File: config.mk
export PLATFORM = sky130hd
export DESIGN_NAME = vme_a16_regfile
export DESIGN_NICKNAME = d
export VERILOG_FILES = /design/src/rtl/vme_a16_regfile.sv
export SDC_FILE = /design/constraint.sdc
export NUM_CORES = 1
export LEC_CHECK = 0
export ABC_AREA = 1
export BUFFER_PORTS_ARGS = -buffer_cell sky130_fd_sc_hd__clkbuf_2
export CAP_MARGIN = 20
export CORE_AREA = 2 2 237 239
export DETAILED_ROUTE_END_ITERATION = 8
export DIE_AREA = 0 0 239 241
export GPL_ROUTABILITY_DRIVEN = 1
export HOLD_SLACK_MARGIN = 0.05
export PLACE_DENSITY_LB_ADDON = 0.1
export SYNTH_ARGS = -nofsm -noshare
export SYNTH_HDL_FRONTEND = slang
export SYNTH_SLANG_ARGS = --single-unit
File: constraint.sdc
create_clock -name I_CLK_32M -period 2.8 [get_ports I_CLK_32M]
set_input_delay 0.42 -clock I_CLK_32M [delete_from_list [all_inputs] [get_ports I_CLK_32M]]
set_output_delay 0.42 -clock I_CLK_32M [all_outputs]
set_load 0.01 [all_outputs]
File: src/rtl/vme_a16_regfile.sv
// VME A16/D16 slave register file: strobe synchronisation, A16 window decode,
// DTACK/BERR handshake and NREG 16-bit registers, each RW or RO, with
// per-register access strobes towards the channel logic.
module vme_a16_regfile #(
   parameter logic [15:0]     BASE_ADDR = 16'h7C80,
   parameter int              NREG      = 16,
   parameter logic [NREG-1:0] RO_MASK   = {NREG{1'b0}},
   parameter int              DTACK_DLY = 0
) (
   input  logic                 I_CLK_32M,
   input  logic                 I_VME_SYSRESET,
   input  logic                 I_VME_AS,
   input  logic                 I_VME_DS0,
   input  logic                 I_VME_DS1,
   input  logic                 I_VME_WR,
   input  logic                 I_VME_LWORD,
   input  logic [15:1]          I_VME_A,
   input  logic [5:0]           I_VME_AM,
   input  logic [15:0]          I_VME_D,
   output logic [15:0]          O_VME_D,
   output logic                 O_VME_D_OE,
   output logic                 O_VME_DTACK_D,
   output logic                 O_VME_DTACK_EN,
   output logic                 O_VME_BERR,
   output logic [NREG*16-1:0]   O_REG_Q,
   input  logic [NREG*16-1:0]   I_REG_RD,
   output logic [NREG-1:0]      O_WR_STB,
   output logic [NREG-1:0]      O_RD_STB
);

   localparam int         IW      = $clog2(NREG);
   localparam logic [3:0] DLY_CNT = 4'(DTACK_DLY);

   typedef enum logic [2:0] {
      IDLE,
      SKEW,
      DECODE,
      ACK,
      BERR,
      RELEASE,
      WAIT_REL
   } state_t;

   state_t            state_q;

   logic [1:0]        asSync_q;
   logic [1:0]        ds0Sync_q;
   logic [1:0]        ds1Sync_q;
   logic              asS;
   logic              ds0S;
   logic              ds1S;
   logic              dsBothHigh;

   logic              winHit;
   logic              amOk;

   logic [IW-1:0]     idx_q;
   logic              hit_q;
   logic              amOk_q;
   logic              isWrite_q;
   logic              lword_q;
   logic [15:0]       data_q;
   logic              beHi_q;
   logic              beLo_q;
   logic [3:0]        cnt_q;

   logic [15:0]       regFile_q [NREG];
   logic [15:0]       roWord [NREG];
   logic [15:0]       wrWord_d;
   logic [15:0]       rdWord_d;

   logic [15:0]       vmeD_q;
   logic              oe_q;
   logic              dtackD_q;
   logic              dtackEn_q;
   logic              berr_q;
   logic [NREG-1:0]   wrStb_q;
   logic [NREG-1:0]   rdStb_q;

   // Two-flop synchronisers for the asynchronous strobes; left out of reset so
   // that strobes held low across a reset still read as low afterwards.
   always_ff @(posedge I_CLK_32M) begin
      asSync_q  <= {asSync_q[0],  I_VME_AS};
      ds0Sync_q <= {ds0Sync_q[0], I_VME_DS0};
      ds1Sync_q <= {ds1Sync_q[0], I_VME_DS1};
   end

   assign asS        = asSync_q[1];
   assign ds0S       = ds0Sync_q[1];
   assign ds1S       = ds1Sync_q[1];
   assign dsBothHigh = ds0S & ds1S;

   assign winHit = (I_VME_A[15:IW+1] == BASE_ADDR[15:IW+1]);
   assign amOk   = (I_VME_AM == 6'h29) || (I_VME_AM == 6'h2D);

   // Split the packed read-only input bus into one word per register.
   always_comb begin
      for (int i = 0; i < NREG; i++) begin
         roWord[i] = I_REG_RD[16*i +: 16];
      end
   end

   // Merge enabled byte lanes into the addressed word and pick the read source.
   always_comb begin
      wrWord_d = regFile_q[idx_q];
      if (beHi_q) begin
         wrWord_d[15:8] = data_q[15:8];
      end
      if (beLo_q) begin
         wrWord_d[7:0] = data_q[7:0];
      end
      rdWord_d = RO_MASK[idx_q] ? roWord[idx_q] : regFile_q[idx_q];
   end

   // Present register contents; read-only words track the user logic directly.
   always_comb begin
      O_REG_Q = '0;
      for (int i = 0; i < NREG; i++) begin
         O_REG_Q[16*i +: 16] = RO_MASK[i] ? roWord[i] : regFile_q[i];
      end
   end

   // Bus handshake state machine with registered bus outputs and strobes.
   always_ff @(posedge I_CLK_32M) begin
      if (I_VME_SYSRESET) begin
         state_q   <= WAIT_REL;
         idx_q     <= '0;
         hit_q     <= 1'b0;
         amOk_q    <= 1'b0;
         isWrite_q <= 1'b0;
         lword_q   <= 1'b1;
         data_q    <= '0;
         beHi_q    <= 1'b0;
         beLo_q    <= 1'b0;
         cnt_q     <= '0;
         vmeD_q    <= '0;
         oe_q      <= 1'b0;
         dtackD_q  <= 1'b1;
         dtackEn_q <= 1'b0;
         berr_q    <= 1'b0;
         wrStb_q   <= '0;
         rdStb_q   <= '0;
         for (int i = 0; i < NREG; i++) begin
            regFile_q[i] <= '0;
         end
      end else begin
         wrStb_q <= '0;
         rdStb_q <= '0;
         case (state_q)
            IDLE: begin
               if (!asS && (!ds0S || !ds1S)) begin
                  state_q <= SKEW;
               end
            end
            SKEW: begin
               idx_q     <= I_VME_A[IW:1];
               hit_q     <= winHit;
               amOk_q    <= amOk;
               isWrite_q <= ~I_VME_WR;
               lword_q   <= I_VME_LWORD;
               data_q    <= I_VME_D;
               beHi_q    <= ~ds1S;
               beLo_q    <= ~ds0S;
               state_q   <= DECODE;
            end
            DECODE: begin
               cnt_q <= '0;
               if (!hit_q || !amOk_q) begin
                  state_q <= WAIT_REL;
               end else if (!lword_q || (isWrite_q && RO_MASK[idx_q])) begin
                  berr_q  <= 1'b1;
                  state_q <= BERR;
               end else if (isWrite_q) begin
                  regFile_q[idx_q] <= wrWord_d;
                  wrStb_q[idx_q]   <= 1'b1;
                  state_q          <= ACK;
               end else begin
                  vmeD_q         <= rdWord_d;
                  rdStb_q[idx_q] <= 1'b1;
                  state_q        <= ACK;
               end
            end
            ACK: begin
               if (!dtackEn_q) begin
                  if (cnt_q == DLY_CNT) begin
                     dtackD_q  <= 1'b0;
                     dtackEn_q <= 1'b1;
                     oe_q      <= ~isWrite_q;
                  end else begin
                     cnt_q <= cnt_q + 4'd1;
                  end
               end else if (dsBothHigh) begin
                  dtackD_q <= 1'b1;
                  oe_q     <= 1'b0;
                  state_q  <= RELEASE;
               end
            end
            RELEASE: begin
               dtackEn_q <= 1'b0;
               state_q   <= IDLE;
            end
            BERR: begin
               if (dsBothHigh) begin
                  berr_q  <= 1'b0;
                  state_q <= IDLE;
               end
            end
            WAIT_REL: begin
               if (dsBothHigh) begin
                  state_q <= IDLE;
               end
            end
            default: begin
               state_q <= WAIT_REL;
            end
         endcase
      end
   end

   assign O_VME_D        = vmeD_q;
   assign O_VME_D_OE     = oe_q;
   assign O_VME_DTACK_D  = dtackD_q;
   assign O_VME_DTACK_EN = dtackEn_q;
   assign O_VME_BERR     = berr_q;
   assign O_WR_STB       = wrStb_q;
   assign O_RD_STB       = rdStb_q;

endmodule

=== Yosys cells after proc, flatten, opt, wreduce, memory -nomap -nowiden ===
Memory sizes are Yosys's and may differ from the RTL's. A register that Yosys moved wholly into a read port is not among the register bits.
Cells that the tools add are included.

* Register bits: 91
* Logic and storage cells: 128
* Memories: 2
* Bits in writable memories: 256
* Output and inout bits: 308
* Bits of input ports: 300
* Memory bits (read-only): 16

* Bitwise operators: 9
* Reductions and logical operators: 28
* Eq/ne operators: 19
* Magnitude comparators: 3
* Add/subtract/negate cells: 1
* Multiplexer cells: 46

{| class="wikitable"
|+ Memory list
! name !! depth !! bits a word !! rd ports !! clocked after Yosys merged registers in !! wr ports !! line !! text
|-
| regFile_q || 16 || 16 || 17 || 1 || 16 || 67 || <nowiki>logic [15:0] regFile_q [NREG];</nowiki>
|-
| (name not given) || 16 || 1 || 1 || 1 || 0 || 170 || <nowiki>end else if (!lword_q || (isWrite_q && RO_MASK[idx_q])) begin</nowiki>
|}

{| class="wikitable"
|+ Operators by type and width
! operator !! count
|-
| $bmux W16 S4 || 1
|-
| $mux W16 || 4
|-
| $mux W4 || 7
|-
| $mux W1 || 21
|-
| $mux W3 || 6
|-
| $ne A2 B2 Y1 const B || 9
|-
| $pmux W3 S6 || 1
|-
| $mux W8 || 2
|-
| $reduce_or A16 Y1 || 1
|-
| $eq A6 B6 Y1 const B || 2
|-
| $reduce_and A4 Y1 || 3
|-
| $eq A11 B10 Y1 const B || 1
|-
| $reduce_or A5 Y1 || 2
|-
| $eq A3 B3 Y1 const B || 3
|-
| $pmux W4 S2 || 1
|-
| $reduce_bool A2 Y1 || 4
|-
| $not A1 Y1 || 7
|-
| $eq A3 B2 Y1 const B || 2
|-
| $logic_not A1 Y1 || 6
|-
| $reduce_and A3 Y1 || 2
|-
| $ge A5 B5 Y1 const B || 1
|-
| $lt A4 B5 Y1 const B || 1
|-
| $not A4 Y5 || 1
|-
| $add A4 B1 Y4 const B || 1
|-
| 11 further kinds || 17
|}

=== Logic depth before layout (Yosys ltp) ===
Gate-level depths: netlist of run 1.

* Depth after elaboration: 11
* Gate-level depth with buffers: 12

=== Worst setup path before layout of run 1 ===
OpenSTA, ideal clock, no wires.

* Path type: register to register
* From: reg state_q[1]
* To: mem regFile_q[5][0], enable pin
* Arrival: 1.878 ns
* Cell stages (with the launch flop): 8
* Path slack: 0.550 ns
* Required time: 2.428 ns
* Path through: dfxtp_1 buf_4 nand3_4 nor4_4 buf_8 nand2_4 buf_6 nand2_1

{| class="wikitable"
|+ RTL lines
! what !! line !! text
|-
| start: declaration || 44 || <nowiki>state_t state_q;</nowiki>
|-
| start signal: assignment || 126 || <nowiki>state_q <= WAIT_REL;</nowiki>
|-
| start signal: assignment || 152 || <nowiki>state_q <= SKEW;</nowiki>
|-
| start signal: assignment || 164 || <nowiki>state_q <= DECODE;</nowiki>
|-
| end: declaration || 67 ||
|}

==> out/metrics.csv, run 1 <==
stage,metric,value,unit
drt,Post-Route WL,64520,um
finish,Fill cells,5776,
worst_setup_path,CP Data Required Time,3.22,ns
sta,Final setup viols,0,
cts,htree depth,2,
die,die footprint,57600,sq um
finish,most frequent cells in the layout,"nand2_1 (408), clkbuf_2 (350), nor2_1 (314)",
run_status,status,finished clean,
cts,clk root buf,clkbuf_16,
sta,final period utilization,0.8490,
sta,RSZ-0062 raised after global routing,false,
worst_setup_path,R2R setup slack,0.42,ns
cts,Clock Latency Late Sink,0.58,ns
placement,DPL Wire Length,47630,um
drt,drt wl/cell,22.42,um
global_routing,total global-route track usage,0.2203,
synthesis,synthesized area per cell,8.845,sq um
worst_setup_path,Crit. End Element,flip-flop,
die,Die X,239,um
worst_setup_path,arrival time of the worst setup path,2.80,ns
finish,design area,19900,sq um
synthesis,"Seq/Total Area, Yosys",0.6129,
finish,Reg area,9594,sq um
sta,final hold vios,0,
synthesis,syn nets,2071,
cts,CTS Buf Count,43,
drt,Vias/cell,4.662,
global_routing,antenna violations before repair,2,
finish,share of cells above drive strength 1,0.2406,
global_routing,grt total ovfl,0,
drt,Routed Antenna Nets,0,
sta,Peak Freq,420.6,MHz
worst_setup_path,Setup Crit Path Kind,reg -> reg,
worst_setup_path,startpoint types,flip-flop,
power,VDD IR max,0.0003579,V
power,total power,11.99,mW
sta,Max-Slew Margin vs Limit,0.5099,
synthesis,number of distinct library cells after synthesis,30,
drt,via count,13416,
finish,Area Growth Syn to Fin,27.17,%
job,Max-Cap Viols,0,
finish,Ant. Diodes,0,
finish,"commonest non-fill, non-tap cell in the layout",nand2_1,
die,I/O pin total,608,
placement,Placed Area,18470,sq um
cts,clock-pin slew on the worst setup and hold paths,0.06,ns
sta,Worst-Margin Slew,0.7343,ns
sta,Final min period,2.377,ns
die,Std-Cell Core Area,54880,sq um
cts,Sink Count,351,
worst_setup_path,CP Max Fanout,18,
drt,# DRC,0,
die,die extent in y,241,um
power,Leakage,9.048,nW
synthesis,Ys Warns,0,
sta,Pins Over Slew Limit,0,
synthesis,Mapped Area,15650,sq um
drt,drt initial violations,823,
placement,GPL Wtd Cong,0.8360,
drt,router iterations before antenna repair,5,
placement,Placed Cells incl. Taps,2794,
cts,post-CTS sizing,0,
cts,Bufs on Longest Clock Path,3,
global_routing,global-route wire length before repair,89960,um
finish,Final Instance Count excl. Fillers,2878,
cts,CTS tree,built,
sta,clock skew,0.02107,ns
placement,port bufs,350,
finish,footprint of the multi-input gates,4622,sq um
synthesis,cell count after synthesis,1769,
min_path,HP Class,in -> reg,
die,Initial Utilization,0.2851,
sta,setup TNS,0,ns
finish,fin nets,2442,
global_routing,largest net degree at the start of global routing,65,
die,Cell Rows,86,
power,PwrDens,602.7,nW/um^2
global_routing,vias in the first global route,13006,
synthesis,post-synthesis register bit count,351,
-- routing by layer --
| metal | vias to the layer above | share of wire | global-route usage | routed length [um] |
|---|---|---|---|---|
| met5 | - | 0 | 0 | 0 |
| met4 | 0 | 0.020 | 0.05511 | 1287 |
| met3 | 66 | 0.11 | 0.09459 | 7367 |
| met2 | 529 | 0.42 | 0.3311 | 27270 |
| met1 | 6455 | 0.44 | 0.2911 | 28600 |
| li1 | 6366 | - | - | - |
-- cell usage after synthesis --
library cell | count | area [sq um]
a211oi_1 | 1 | 7.510
a21oi_1 | 32 | 160.2
a22oi_1 | 1 | 7.510
buf_1 | 14 | 52.55
buf_2 | 31 | 155.2
buf_4 | 6 | 45.04
buf_6 | 10 | 112.6
buf_8 | 1 | 15.01
clkbuf_1 | 41 | 153.9
dfxtp_1 | 95 | 1902
edfxtp_1 | 256 | 7687
ha_1 | 2 | 25.02
inv_1 | 236 | 885.9
inv_2 | 4 | 15.01
nand2_1 | 408 | 1531
nand2_2 | 6 | 37.54
nand2_4 | 10 | 112.6
nand3_1 | 199 | 996.0
nand3_4 | 1 | 17.52
nand3b_1 | 1 | 7.510
nor2_1 | 314 | 1179
nor2_2 | 8 | 50.05
nor3_1 | 21 | 105.1
nor4_1 | 2 | 12.51
nor4_4 | 1 | 21.27
o2111ai_1 | 1 | 8.760
o211ai_1 | 2 | 15.01
o21ai_0 | 63 | 315.3
o21ai_1 | 1 | 5.000
o31ai_1 | 1 | 7.510
-- what timing repair did --
action	in CTS	in global routing
hold buffers	5	0
endpoints found under the setup margin	0	0
hold endpoints to repair	5	0
setup buffers	0	0
-- worst max-delay path, cell delays in order, from the launching register on --
cell and delay [ns]:
dfxtp_2 0.34, inv_2 0.35, buf_4 0.36, nand3_1 0.18, nand3_1 0.11, nand3_1 0.23
nand3_1 0.18, nand2_1 0.12, buf_4 0.22, nor2_1 0.10
-- kinds of logic (layout without fill, tap and decap cells) --
logic type	count (synthesis)	after routing	share of synthesized area
buffers and inverters	343	748	0.09172
flip-flops	351	351	0.6129
AND/OR/NAND/NOR	971	971	0.2601
adder cells (fa/ha/maj)	2	2	0.001599
AO/OA/AOI/OAI	102	102	0.03367
-- where the power goes --
group / internal, mW / total, mW / switching [mW]
logic: 0.217 / 0.689 / 0.472
registers: 5.70 / 5.79 / 0.0964
clock network: 3.21 / 5.51 / 2.30
total: 9.12 / 12.0 / 2.87
-- area by class of cell --
class,instances,area share
sequential,351,0.4822
multi-input combinational,1075,0.2323
clock buffer,51,0.05760
inverter,240,0.04528
tap,704,0.04427
timing repair buffer,429,0.1267
clock inverter,28,0.01170
-- through the flow --
stage	util	setup WS (ns)	hold WS [ns]
after floorplan	-	0.5500	0.3096
after global placement	0.3365	0.4798	0.3147
after detailed placement	0.3365	0.4800	0.3150
after CTS	0.3626	0.4463	0.08802
after global routing	0.3626	0.3539	0.1259
final	0.3626	0.4227	0.1236
-- flip-flops by register name, summed over array words and instances, names as in the netlist, named ones only --
name,flops
lword_q,1
O_RD_STB,16
O_VME_D_OE,1
O_VME_DTACK_EN,1
O_VME_D,16
isWrite_q,1
O_VME_BERR,1
O_VME_DTACK_D,1
state_q,3
hit_q,1
beLo_q,1
regFile_q,256
beHi_q,1
data_q,16
ds0Sync_q,2
ds1Sync_q,2
idx_q,4
amOk_q,1
cnt_q,4
asSync_q,2
O_WR_STB,16
-- final timing paths --
check / startpoint / end / cells past startpoint
setup / recovery: flip-flop / regFile_q[4][9]$_SDFFCE_PN0P_ / 9
hold / removal: I_VME_AM[1] / amOk_q$_SDFFE_PP0P_ / 3
setup reg to reg: flip-flop / regFile_q[4][9]$_SDFFCE_PN0P_ / 9
hold reg to reg: ds1Sync_q[0]$_DFF_P_ / ds1Sync_q[1]$_DFF_P_ / 0
(Power assumes the default switching activity.)
==> inputs of run 2 (changes only) <==
CORE_AREA = 2 2 240 242   (was 2 2 237 239)
DIE_AREA = 0 0 242 244   (was 0 0 239 241)
clock period = 2.1 ns   (was 2.8 ns; I/O delays follow)
==> run 2 against run 1 <==
Compared with the run above: worst hold slack lost 0.041 ns; clock skew grew 0.0072 ns; sequential share of layout area shrank 3.1 points; worst setup slack lost 0.36 ns; largest cell class unchanged; largest power group unchanged.
==> out/metrics.csv, run 2 (synthesis gave the netlist of run 1 again) <==
stage,metric,value,unit
drt,Vias/cell,4.555,
sta,final hold vios,0,
cts,CTS Buf Count,44,
sta,Final setup viols,0,
worst_setup_path,Slowest Stage Delay on Critical Path,0.38,ns
power,Clk pwr share,0.462,
cts,clk root buf,clkbuf_16,
power,Internal Power,12.45,mW
worst_setup_path,crit path cell chain,"inv_6, bufbuf_16, nand2_1, nand3_1, nand3_1, nand3_2, nand3_1, nand2_2, buf_6, nor2_1",
power,VDD IR max,0.0005814,V
cts,CTS tree,built,
drt,Post-Route WL,66780,um
sta,Worst-Margin Slew,0.5597,ns
finish,most frequent cells in the layout,"nand2_1 (392), clkbuf_2 (350), nor2_1 (314)",
sta,Peak Freq,490.1,MHz
power,Sequential Power Share,0.474,
drt,drt initial violations,923,
worst_setup_path,CP Max Fanout,13,
power,Logic pwr share,0.064,
finish,"commonest non-fill, non-tap cell in the layout",nand2_1,
finish,Top reg by flops,regFile_q,
worst_setup_path,Crit. End Element,flip-flop,
cts,clock-pin slew on the worst setup and hold paths,0.06,ns
finish,Fill cells,5820,
die,Std-Cell Core Area,56170,sq um
power,Leakage,9.578,nW
sta,Hold Slack,0.08235,ns
finish,Ant. Diodes,0,
power,PwrDens,768.1,nW/um^2
worst_setup_path,critical path's top delay family,simple AND/OR/NAND/NOR gates,
job,Max-Cap Viols,0,
sta,Final min period,2.040,ns
die,die footprint,59050,sq um
finish,share of cells above drive strength 1,0.2777,
worst_setup_path,Setup Crit Path Kind,reg -> reg,
worst_setup_path,CP Data Required Time,2.41,ns
sta,RSZ-0062 raised after global routing,true,
global_routing,global-route wire length before repair,94890,um
die,Die X,242,um
die,die extent in y,244,um
sta,final period utilization,0.9715,
global_routing,vias in the first global route,13567,
global_routing,antenna violations before repair,0,
finish,Reg area,9594,sq um
cts,Clock Latency Late Sink,0.58,ns
drt,Routed Antenna Nets,0,
die,I/O pin total,608,
power,Net Sw Frac,0.2370,
finish,Area Growth Syn to Fin,35.77,%
global_routing,total global-route track usage,0.2215,
cts,Bufs on Longest Clock Path,3,
cts,htree depth,2,
placement,DPL Wire Length,48450,um
worst_setup_path,startpoint types,flip-flop,
sta,Max-Slew Margin vs Limit,0.6260,
worst_setup_path,Worst path slowest cell,dfxtp_4,
sta,Pins Over Slew Limit,0,
die,Initial Utilization,0.2786,
sta,setup TNS,0,ns
power,net switching power,3.867,mW
power,total power,16.32,mW
placement,GPL Wtd Cong,0.8308,
drt,via count,13598,
sta,clock skew,0.02823,ns
die,Cell Rows,87,
cts,Sink Count,351,
drt,drt wl/cell,22.37,um
global_routing,largest net degree at the start of global routing,38,
run_status,status,finished clean,
drt,# DRC,0,
drt,router iterations before antenna repair,7,
min_path,HP Class,in -> reg,
finish,footprint of the multi-input gates,4915,sq um
finish,fin nets,2495,
placement,port bufs,350,
global_routing,grt total ovfl,0,
worst_setup_path,arrival time of the worst setup path,2.35,ns
worst_setup_path,CP bufs+invs,3,
worst_setup_path,"most used cell, CP",nand3_1,
finish,max reg flops,256,
[run 2: cell types whose count changed in the layout (fill, tap and decap cells not counted), sizes merged]
cell / before / now
buf: 74 / 106
dlygate4sd3: 5 / 21
clkbuf: 401 / 416
clkinv: 17 / 12
inv: 244 / 241
bufbuf: 0 / 2
bufinv: 3 / 2
clkinvlp: 4 / 3
[run 2: final cells by class]
cell class,count,area share
Timing Repair Buffer,481,0.1623
Multi-Input combinational cell,1075,0.2314
Tap cell,756,0.04453
Clock inverter,18,0.007186
Inverter,240,0.04282
Clock buffer,64,0.06014
Sequential cell,351,0.4516
[run 2: worst register-to-register path: cells and delay by family, from the launching register on]
family | cells | cell delay [ns]
buf+inv | 3 | 0.63
flops | 1 | 0.38
simple gates | 7 | 0.77
[run 2: final timing paths]
path / from / end / slack (ns) / cells past startpoint
worst max-delay path: flip-flop / regFile_q[5][12]$_SDFFCE_PN0P_ / 0.06 / 10
worst min-delay path: I_VME_D[10] / data_q[10]$_SDFFE_PP0P_ / 0.08 / 3
worst max register to register: flip-flop / regFile_q[5][12]$_SDFFCE_PN0P_ / 0.06 / 10
worst min register to register: asSync_q[0]$_DFF_P_ / asSync_q[1]$_DFF_P_ / 0.33 / 0
[run 2: power by group through the flow]
stage | clock network, mW | logic (mW) | registers (mW)
6_report | 7.54 | 1.04 | 7.74
5_1_grt | 8.00 | 1.13 | 7.75
4_1_cts | 7.73 | 1.03 | 7.73
3_5_place_dp | 0 | 0.984 | 7.88
3_3_place_gp | 0 | 0.986 | 7.88
2_1_floorplan | 0 | 0.320 | 7.92
[run 2: stage by stage]
stage / util / cells / setup slack (ns) / cell area, sq um
3_5_place_dp: 0.3381 / 2872 / -0.1518 / 18990
5_1_grt: 0.3782 / 2985 / -0.05526 / 21240
4_1_cts: 0.3733 / 2981 / 0.001122 / 20970
3_3_place_gp: 0.3381 / 2872 / -0.1449 / 18990
2_1_floorplan: - / 1769 / -0.1500 / 15660
6_report: 0.3782 / 2985 / 0.05976 / 21240
[run 2: what timing repair did]
item / 4_1_cts / 5_1_grt
cloned: 4 / 2
hold buffers: 21 / 0
setup endpoints to repair: 204 / 255
buffers inserted: 2 / 2
hold endpoints to repair: 18 / 0
pin swaps: 0 / 4
resized for setup: 43 / 56
[run 2: routing by layer]
layer / vias to the layer above / part of all wire / routed length, um / global-route usage
met5: - / 0 / 0 / 0
met4: 0 / 0.016 / 1050 / 0.04321
met3: 51 / 0.11 / 7329 / 0.09438
met2: 512 / 0.44 / 29170 / 0.3384
met1: 6563 / 0.44 / 29240 / 0.2932
li1: 6472 / - / - / -
